## src/rtl/frame_stream_driver_pkg.sv

```systemverilog
// frame_stream_driver_pkg
//   Shared definitions for the frame stream driver.
//   - FSM state encoding
//   - counter width helpers (pixel, flush-beat and channel counters)
//   - fp32 zero used as the data value on flush beats
package frame_stream_driver_pkg;

  typedef enum logic [1:0] {
    ST_IDLE   = 2'd0,
    ST_STREAM = 2'd1,
    ST_FLUSH  = 2'd2,
    ST_DONE   = 2'd3
  } fsd_state_e;

  localparam logic [31:0] FP32_ZERO = 32'h0000_0000;

  // $clog2 that never returns 0, so a 1-entry range still gets a 1-bit counter
  function automatic int clog2_min1(input int n);
    return (n > 1) ? $clog2(n) : 1;
  endfunction

  // pixel index 0 .. WIDTH*HEIGHT-1
  function automatic int pix_cnt_w(input int w, input int h);
    return clog2_min1(w * h);
  endfunction

  // flush beat count 0 .. WIDTH+1 (WIDTH+1 means all flush beats issued)
  function automatic int flush_cnt_w(input int w);
    return clog2_min1(w + 2);
  endfunction

  // channel index 0 .. CHANNELS-1
  function automatic int ch_cnt_w(input int c);
    return clog2_min1(c);
  endfunction

endpackage

```

## src/rtl/frame_stream_pipe.sv

```systemverilog
// frame_stream_pipe
//   Two-stage beat pipe matching the one-cycle memory read latency.
//   Stage 1 carries the beat attributes while the memory returns data;
//   stage 2 registers the beat onto the output, forcing data to zero for
//   flush beats and idle cycles.
// Ports:
//   clk_i                 clock
//   clr_i                 synchronous clear (drops in-flight beats)
//   vld_i/flush_i/last_i  beat issued this cycle and its attributes
//   ch_i                  channel of the issued beat
//   rdata_i               memory read data (one cycle after issue)
//   vld_o/data_o/flush_o/ch_o/last_o  beat two cycles after issue
module frame_stream_pipe
  import frame_stream_driver_pkg::*;
#(
  parameter int DATA_WIDTH = 32,
  parameter int CH_W       = 1
) (
  input  logic                  clk_i,
  input  logic                  clr_i,
  input  logic                  vld_i,
  input  logic                  flush_i,
  input  logic                  last_i,
  input  logic [CH_W-1:0]       ch_i,
  input  logic [DATA_WIDTH-1:0] rdata_i,
  output logic                  vld_o,
  output logic [DATA_WIDTH-1:0] data_o,
  output logic                  flush_o,
  output logic [CH_W-1:0]       ch_o,
  output logic                  last_o
);

  logic [2:1]            vld_pipe_q;
  logic [2:1]            flush_pipe_q;
  logic [2:1]            last_pipe_q;
  logic [CH_W-1:0]       ch1_q, ch2_q;
  logic [DATA_WIDTH-1:0] data_q;

  always_ff @(posedge clk_i) begin
    if (clr_i) begin
      vld_pipe_q   <= '0;
      flush_pipe_q <= '0;
      last_pipe_q  <= '0;
      ch1_q        <= '0;
      ch2_q        <= '0;
      data_q       <= '0;
    end else begin
      // attributes are qualified by valid so idle cycles leave zeros behind
      vld_pipe_q   <= {vld_pipe_q[1], vld_i};
      flush_pipe_q <= {flush_pipe_q[1], vld_i & flush_i};
      last_pipe_q  <= {last_pipe_q[1], vld_i & last_i};
      ch1_q        <= vld_i ? ch_i : '0;
      ch2_q        <= ch1_q;
      data_q       <= (vld_pipe_q[1] && !flush_pipe_q[1]) ? rdata_i
                                                          : DATA_WIDTH'(FP32_ZERO);
    end
  end

  assign vld_o   = vld_pipe_q[2];
  assign flush_o = flush_pipe_q[2];
  assign last_o  = last_pipe_q[2];
  assign ch_o    = ch2_q;
  assign data_o  = data_q;

endmodule

```

## src/rtl/frame_stream_driver.sv

```systemverilog
// frame_stream_driver
//   Streams CHANNELS planes of WIDTH x HEIGHT pixels out of a synchronous-read
//   memory. After each plane WIDTH+1 zero-valued flush beats follow so a
//   line-buffer convolution downstream can drain its last row.
// Ports:
//   clk, reset         clock, synchronous active-high reset
//   start              pulse to begin a frame (ignored while busy)
//   hold               pause issue of reads / flush beats
//   mem_rd_en/mem_addr read request (addr = ch*WIDTH*HEIGHT + pixel)
//   mem_rdata          read data, one cycle after mem_rd_en
//   valid_out/data_out/flush_out/channel_out/last_out  output beat
//   busy, done         frame in progress / one-cycle completion pulse
// Optional build macro FRAME_STREAM_GAP_INJECT_EN: forces one idle cycle
//   after every GAP_PERIOD issued pixels (never during flush).
module frame_stream_driver
  import frame_stream_driver_pkg::*;
#(
  parameter int DATA_WIDTH = 32,
  parameter int WIDTH      = 56,
  parameter int HEIGHT     = 56,
  parameter int CHANNELS   = 3,
  parameter int ADDR_WIDTH = 16,
  parameter int GAP_PERIOD = 8
) (
  input  logic                             clk,
  input  logic                             reset,
  input  logic                             start,
  input  logic                             hold,
  output logic                             mem_rd_en,
  output logic [ADDR_WIDTH-1:0]            mem_addr,
  input  logic [DATA_WIDTH-1:0]            mem_rdata,
  output logic                             valid_out,
  output logic [DATA_WIDTH-1:0]            data_out,
  output logic                             flush_out,
  output logic [clog2_min1(CHANNELS)-1:0]  channel_out,
  output logic                             last_out,
  output logic                             busy,
  output logic                             done
);

  localparam int PLANE = WIDTH * HEIGHT;
  localparam int PIX_W = pix_cnt_w(WIDTH, HEIGHT);
  localparam int FL_W  = flush_cnt_w(WIDTH);
  localparam int CH_W  = ch_cnt_w(CHANNELS);

  localparam logic [PIX_W-1:0]      PIX_LAST = PIX_W'(PLANE - 1);
  localparam logic [FL_W-1:0]       FL_LAST  = FL_W'(WIDTH);      // index of final flush beat
  localparam logic [FL_W-1:0]       FL_END   = FL_W'(WIDTH + 1);  // all flush beats issued
  localparam logic [CH_W-1:0]       CH_LAST  = CH_W'(CHANNELS - 1);
  localparam logic [ADDR_WIDTH-1:0] PLANE_A  = ADDR_WIDTH'(PLANE);

  // elaboration-time parameter sanity
  if ((64'd1 << ADDR_WIDTH) < 64'(CHANNELS * PLANE)) begin : g_addr_chk
    $error("ADDR_WIDTH too small for CHANNELS*WIDTH*HEIGHT");
  end
  if (GAP_PERIOD < 1) begin : g_gap_chk
    $error("GAP_PERIOD must be at least 1");
  end

  fsd_state_e            state_q, state_d;
  logic [PIX_W-1:0]      pix_q, pix_d;
  logic [FL_W-1:0]       fl_q, fl_d;
  logic [CH_W-1:0]       ch_q, ch_d;
  logic [ADDR_WIDTH-1:0] base_q, base_d;   // ch*PLANE, kept incrementally

  logic bubble, pix_issue, fl_issue, beat_last;

  assign pix_issue = (state_q == ST_STREAM) && !hold && !bubble;
  assign fl_issue  = (state_q == ST_FLUSH) && !hold && (fl_q != FL_END);
  assign beat_last = fl_issue && (fl_q == FL_LAST) && (ch_q == CH_LAST);

`ifdef FRAME_STREAM_GAP_INJECT_EN
  localparam int               GP_W    = clog2_min1(GAP_PERIOD);
  localparam logic [GP_W-1:0]  GP_LAST = GP_W'(GAP_PERIOD - 1);

  logic [GP_W-1:0] gcnt_q, gcnt_d;
  logic            gpend_q, gpend_d;

  // a pending bubble costs one STREAM cycle whether or not hold is also high
  assign bubble = (state_q == ST_STREAM) && gpend_q;

  always_comb begin
    gcnt_d  = gcnt_q;
    gpend_d = gpend_q;
    if (state_q != ST_STREAM) begin
      gcnt_d  = '0;
      gpend_d = 1'b0;
    end else if (gpend_q) begin
      gpend_d = 1'b0;
    end else if (pix_issue) begin
      if (gcnt_q == GP_LAST) begin
        gcnt_d  = '0;
        gpend_d = 1'b1;
      end else begin
        gcnt_d = gcnt_q + GP_W'(1);
      end
    end
  end

  always_ff @(posedge clk) begin
    if (reset) begin
      gcnt_q  <= '0;
      gpend_q <= 1'b0;
    end else begin
      gcnt_q  <= gcnt_d;
      gpend_q <= gpend_d;
    end
  end
`else
  assign bubble = 1'b0;
`endif

  // state and counter registers
  always_ff @(posedge clk) begin
    if (reset) begin
      state_q <= ST_IDLE;
      pix_q   <= '0;
      fl_q    <= '0;
      ch_q    <= '0;
      base_q  <= '0;
    end else begin
      state_q <= state_d;
      pix_q   <= pix_d;
      fl_q    <= fl_d;
      ch_q    <= ch_d;
      base_q  <= base_d;
    end
  end

  // next state; plane transitions happen on the issuing cycle so pixels and
  // flush beats run back to back without a dead cycle
  always_comb begin
    state_d = state_q;
    pix_d   = pix_q;
    fl_d    = fl_q;
    ch_d    = ch_q;
    base_d  = base_q;
    case (state_q)
      ST_IDLE: begin
        pix_d  = '0;
        fl_d   = '0;
        ch_d   = '0;
        base_d = '0;
        if (start) state_d = ST_STREAM;
      end
      ST_STREAM: begin
        if (pix_issue) begin
          if (pix_q == PIX_LAST) begin
            pix_d   = '0;
            state_d = ST_FLUSH;
          end else begin
            pix_d = pix_q + PIX_W'(1);
          end
        end
      end
      ST_FLUSH: begin
        if (fl_issue) begin
          if ((fl_q == FL_LAST) && (ch_q != CH_LAST)) begin
            fl_d    = '0;
            ch_d    = ch_q + CH_W'(1);
            base_d  = base_q + PLANE_A;
            state_d = ST_STREAM;
          end else begin
            fl_d = fl_q + FL_W'(1);
          end
        end else if ((fl_q == FL_END) && last_out) begin
          // final beat is on the output now; done follows next cycle
          state_d = ST_DONE;
        end
      end
      ST_DONE:  state_d = ST_IDLE;
      default:  state_d = ST_IDLE;
    endcase
  end

  // outputs
  always_comb begin
    mem_rd_en = pix_issue;
    mem_addr  = pix_issue ? (base_q + ADDR_WIDTH'(pix_q)) : '0;
    busy      = (state_q == ST_STREAM) || (state_q == ST_FLUSH);
    done      = (state_q == ST_DONE);
  end

  frame_stream_pipe #(
    .DATA_WIDTH (DATA_WIDTH),
    .CH_W       (CH_W)
  ) u_pipe (
    .clk_i   (clk),
    .clr_i   (reset),
    .vld_i   (pix_issue | fl_issue),
    .flush_i (fl_issue),
    .last_i  (beat_last),
    .ch_i    (ch_q),
    .rdata_i (mem_rdata),
    .vld_o   (valid_out),
    .data_o  (data_out),
    .flush_o (flush_out),
    .ch_o    (channel_out),
    .last_o  (last_out)
  );

endmodule

```

## config.mk

```make
export PLATFORM = sky130hd
export DESIGN_NAME = frame_stream_driver
export DESIGN_NICKNAME = d
export VERILOG_FILES = /design/src/rtl/frame_stream_driver_pkg.sv /design/src/rtl/frame_stream_pipe.sv /design/src/rtl/frame_stream_driver.sv
export SDC_FILE = /design/constraint.sdc
export NUM_CORES = 1
export LEC_CHECK = 0
export CORE_MARGIN = 3
export CORE_UTILIZATION = 47
export DETAILED_ROUTE_END_ITERATION = 6
export GPL_TIMING_DRIVEN = 0
export PLACE_DENSITY = 0.8
export SLEW_MARGIN = 20
export SYNTH_ARGS = -nofsm -noshare
export SYNTH_HDL_FRONTEND = slang
export SYNTH_SLANG_ARGS = --single-unit
```

## constraint.sdc

```tcl
create_clock -name clk -period 2 [get_ports clk]
set_input_delay 0.2 -clock clk [delete_from_list [all_inputs] [get_ports clk]]
set_output_delay 0.2 -clock clk [all_outputs]
set_load 0.02 [all_outputs]
```

Yosys cells after proc, flatten, opt, wreduce, memory -nomap -nowiden
Cells that the tools add are included.
{"block": "word_totals", "register_bits": 80, "in_bits": 36, "out_inout_bits": 56, "elab_cells": 77}
{"block": "classes", "n_addsub": 5, "n_eq_ne": 16, "n_mux": 20, "bitwise": 5, "n_reduce_logical": 20}
{"op": "$mux 16", "n": 3}
{"op": "$pmux 16 s2", "n": 1}
{"op": "$mux 12", "n": 2}
{"op": "$pmux 12 s2", "n": 1}
{"op": "$add 16x12->16", "n": 1}
{"op": "$add 16x12->16 const B", "n": 1}
{"op": "$mux 2", "n": 8}
{"op": "$add 12x1->12 const B", "n": 1}
{"op": "$eq 12x12->1 const B", "n": 1}
{"op": "$eq 6x6->1 const B", "n": 2}
{"op": "$mux 6", "n": 2}
{"op": "$pmux 6 s2", "n": 1}
{"op": "$ne 2x2->1 const B", "n": 5}
{"op": "$logic_and 1x1->1", "n": 8}
{"op": "$pmux 2 s4", "n": 1}
{"op": "$add 6x1->6 const B", "n": 1}
{"op": "$eq 2x2->1 const B", "n": 3}
{"op": "$ne 3x3->1 const B", "n": 2}
{"op": "$ne 6x6->1 const B", "n": 1}
{"op": "$reduce_and 5->1", "n": 1}
{"op": "$pmux 2 s2", "n": 1}
{"op": "$reduce_and 2->1", "n": 2}
{"op": "$reduce_bool 2->1", "n": 2}
{"op": "$reduce_or 2->1", "n": 2}
{"op": "10 further kinds", "n": 13}

Longest topological paths before layout
{"block": "depth", "ltp_word": 6, "ltp_mapped": 8, "mapped_depth_nobuf": 8}

Cells and area by module
A second synthesis with hierarchy kept.
{"block": "unflattened", "hier_cells": 328, "hier_area_um2": 3384.5}
{"module": "frame_stream_driver", "instances": 1, "cells_each": 234, "area_each_um2": 1979.4, "seq_area_each_um2": 640.6}
{"module": "frame_stream_pipe", "instances": 1, "cells_each": 94, "area_each_um2": 1405.1, "seq_area_each_um2": 840.8}

Worst setup path before layout
OpenSTA, ideal clock, no wires.
{"block": "synth_path", "path_kind": "register -> output", "start": "register pix_q[7]", "end": "output port mem_addr[12]", "arrival_time_ns": 1.886, "required_time_ns": 1.800, "setup_slack_ns": -0.086, "stages_incl_launch_ff": 6, "path_buffers": 0, "path_cell_list": "dfxtp_1 -> ha_1 -> a211oi_1 -> o21ai_0 -> nand3_1 -> nor3b_1"}
{"block": "synth_between", "elab_chain_len": 2}
{"item": "start: declaration", "line_no": "frame_stream_driver.sv:61", "source": "logic [PIX_W-1:0] pix_q, pix_d;"}
{"item": "start signal: assignment", "line_no": "frame_stream_driver.sv:123", "source": "pix_q <= pix_d;"}
{"item": "$add 16x12->16", "line_no": "frame_stream_driver.sv:179", "source": "mem_addr = pix_issue ? (base_q + ADDR_WIDTH'(pix_q)) : '0;"}
{"item": "$mux 16", "line_no": "frame_stream_driver.sv:179"}
{"item": "end: declaration", "line_no": "frame_stream_driver.sv:30", "source": "output logic [ADDR_WIDTH-1:0] mem_addr,"}
No other way between the ends.

Worst setup path in the final report
{"block": "layout_path", "start": "register base_q[7]", "end": "output port mem_addr[14]"}
{"block": "layout_between", "elab_chain_len": 2}
{"item": "start: declaration", "line_no": "frame_stream_driver.sv:64", "source": "logic [ADDR_WIDTH-1:0] base_q, base_d;"}
{"item": "start signal: assignment", "line_no": "frame_stream_driver.sv:126", "source": "base_q <= base_d;"}
{"item": "$add 16x12->16", "line_no": "frame_stream_driver.sv:179"}
{"item": "$mux 16", "line_no": "frame_stream_driver.sv:179"}
No other way between the ends.

==> results.toml <==
[sta]
hold_ws_ns = 0.405
tightest_slew_ns = 0.470
setup_viol = 6
slew_violations = 0
rsz0062_at_grt = "yes"
layout_min_cycle_time_ns = 2.16
hold_viol_final = 0
maxSlewHeadroom_pct = 68.7
fmax_mhz = 462
clock_skew_ns = 0.0126
fin_crit_sh_pct = 108
tns_ns = -0.644
worst_slack_ns = -0.162

[clock_tree]
cts.sinks = 74
cts-buffers-inserted = 9
clock_latency_ns = 0.35
root_buffer = "clkbuf_8"
cts_max_level = 3
cts.path.max_buffers = 2
holdBufCountCts = 0
path_clk_slew_ns = 0.08
cts_tree = "done"

[worst_setup_path]
crit_path_start_kind = "flop"
reg2reg_from = "state_q[0]$_SDFFE_PP0P_"
end_kind = "output pin"
cp_max_fo = 4
critPathKind = "flop to output pin"
r2r_end = "base_q[15]$_SDFFE_PP0P_"
ff2ff_setup_slack_ns = 0.15
crit_start = "base_q[7]$_SDFFE_PP0P_"
arrival_ns = 1.96
required_ns = 1.80
rr_worst_depth = 7

[job]
drv_cap = 0

[synth]
synthTopCellsByArea = "dfxtp_1 (48%), and2_1 (8.5%), ha_1 (6.9%), xor2_1 (5.9%), nor2_1 (5.3%)"
synth_top_family_by_area = "simple AND/OR/NAND/NOR gates"
synth_top_area_share_pct = 47.9
ys_seq_elements = 74
yosys.area_share.adder_pct = 6.87
syn-cell-area_mm2 = 0.00310
synth_mux_area_share_pct = 0.687
synth_compound_area_share_pct = 6.79
synthCells = 327
ys_seq_area_share_pct = 47.9
synth_edf_count = 0
ys_top_cells_by_count = "dfxtp_1 (74), nor2_1 (44), and2_1 (42), xor2_1 (21), ha_1 (17)"
yosysTopAreaCell = "dfxtp_1"
synthSimpleGateAreaFrac_pct = 27.0
ys.flop_type = "dfxtp_1"
synthArstFlopShare_pct = 0
synthXorXnorAreaFrac_pct = 8.49
syn_area_per_cell_um2 = 9.47
ys_warn_count = 0
synth.most_common_cell = "dfxtp_1"
syn-num-nets = 380
synthDistinctLibCells = 43

[floorplanning]
boundaryPins = 92
chipWidth_um = 87.2
dieArea_mm2 = 0.00760
die_h_um = 87.2
core-area_mm2 = 0.00613
rows = 28
start_util_pct = 50.5

[detailed_routing]
drt_first_pass_iters = 4
postRouteAntennaNets = 0
drc = 0
drt_wl_total_um = 7420
avgRoutedWirePerCell_um = 14.4
dr.first_iter.drc_count = 126
vias = 2586
via_per_inst = 5.02

[worst_hold_path]
min_to = "u_pipe.data_o[3]$_SDFF_PP0_"
hold_start = "mem_rdata[3]"
hold_path_class = "input port to flop"
hold_depth = 2

[placed_design]
hpwl_um = 5140
place_ws_ns = -0.573
portBuffers = 91
gp_congestion = 0.810

[finish]
final_nets = 489
drive_gt1_share_pct = 18.0
syn_to_final_growth_pct = 46.8
antenna_cells = 0
final.fill_count = 450

[global_routing]
grt_pass1_wl_um = 11900
grt_use_total_pct = 19.9
antenna_found_initial = 0
first_global_vias = 2662
grt_remaining_overflow = 0
grt_max_degree = 14

[power]
powerDensity_mw_per_mm2 = 982
peakVddDrop_uv = 779
leakage_nw = 1.80
total_power_mw = 4.46

[run_status]
outcome = "finished, violations left"
violations = "setup timing"
[metrics by stage]
| step | utilization (%) | area (um2) | std cells |
|---|---|---|---|
| after detailed placement | 67.0 | 4110 | 493 |
| final | 74.1 | 4540 | 515 |
| after floorplan | - | 3100 | 327 |
| after global routing | 74.1 | 4540 | 515 |
| after global placement | 67.0 | 4110 | 493 |
| after CTS | 73.3 | 4490 | 515 |
[placed cells by master, fill, tap and decap left out, types with 2 or more instances in the layout]
cell,netlist,layout
clkdlybuf4s50_1,0,73
dfxtp_1,74,66
nor2_1,44,43
and2_1,42,42
xor2_1,21,21
nand2_1,15,15
buf_4,1,13
clkbuf_8,0,10
xnor2_1,9,9
nand3_1,10,9
nor2b_1,11,9
nand4_1,8,8
ha_1,17,8
a21oi_1,10,7
ha_4,0,7
dlygate4sd2_1,0,7
o21ai_0,7,5
and3_1,5,5
clkbuf_1,7,5
buf_2,2,5
inv_1,6,4
a21oi_2,1,4
dfxtp_2,0,4
dfxtp_4,0,4
nor3_1,4,3
nand2b_1,4,3
inv_2,1,2
o21ai_4,0,2
nor2b_4,0,2
or3_1,2,2
and4_1,2,2
o21ai_1,2,2
a21o_1,2,2
a211oi_1,3,2
ha_2,0,2
clkinv_4,0,2
clkinvlp_4,0,2
bufinv_16,0,2
clkdlybuf4s15_2,0,2
clkbuf_2,0,2
[cell type report]
cell class	count	area [um2]	area share (%)
sequential	74	1500	33.0
timing repair buffer	99	927	20.4
multi-input combinational	236	1720	37.9
buffer	9	52.6	1.16
inverter	7	28.8	0.633
clock inverter	6	92.6	2.04
tap	75	93.8	2.07
clock buffer	9	124	2.73
[how the worst max path moves through the flow]
stage                   end  slack [ns]
3_3_place_gp   mem_addr[12]       -0.53
4_1_cts        mem_addr[12]       -0.09
3_5_place_dp   mem_addr[13]       -0.57
5_1_grt        mem_addr[14]       -0.26
2_1_floorplan  mem_addr[13]        0.11
6_report       mem_addr[14]       -0.16
[kinds of logic (layout without fill, tap and decap cells)]
logic type,after synthesis,after routing
adders and majority gates,17,17
xor gates and xnor gates,30,30
muxes,2,2
DFF,74,74
and+or+nand+nor,155,155
AOI/OAI and AO/OA,32,32
buffers and inverters,17,130
[power breakdown]
| group | internal, mW | switching [mW] |
|---|---|---|
| registers | 1.61 | 0.128 |
| logic | 0.647 | 0.811 |
| clock network | 0.699 | 0.568 |
| total | 2.95 | 1.51 |
[layer usage]
| metal | GRT usage (%) | wire [um] |
|---|---|---|
| met1 | 23.4 | 3080 |
| met2 | 34.2 | 3880 |
| met3 | 4.54 | 253 |
| met4 | 9.48 | 202 |
| met5 | 0 | 0 |
[worst max-delay path, cell delays in order, from the launching register on]
cell and delay [ns]:
dfxtp_4 0.36, ha_4 0.25, a211oi_4 0.23, buf_4 0.17, o21ai_4 0.07, nand4_1 0.15, xor2_1 0.18, nor2_1 0.06
buf_4 0.15
[registers in the layout, summed over array words and instances (netlist names), 6 cells and up]
name	flops
fl_q	6
base_q	10
u_pipe.data_o	32
pix_q	12
[what timing repair did]
item,4_1_cts,5_1_grt
cloned,0,0
resized for setup,83,18
buffers inserted,7,1
pin swaps,6,3
setup endpoints to repair,22,33
Note: power is estimated with default switching activity, not from simulation.
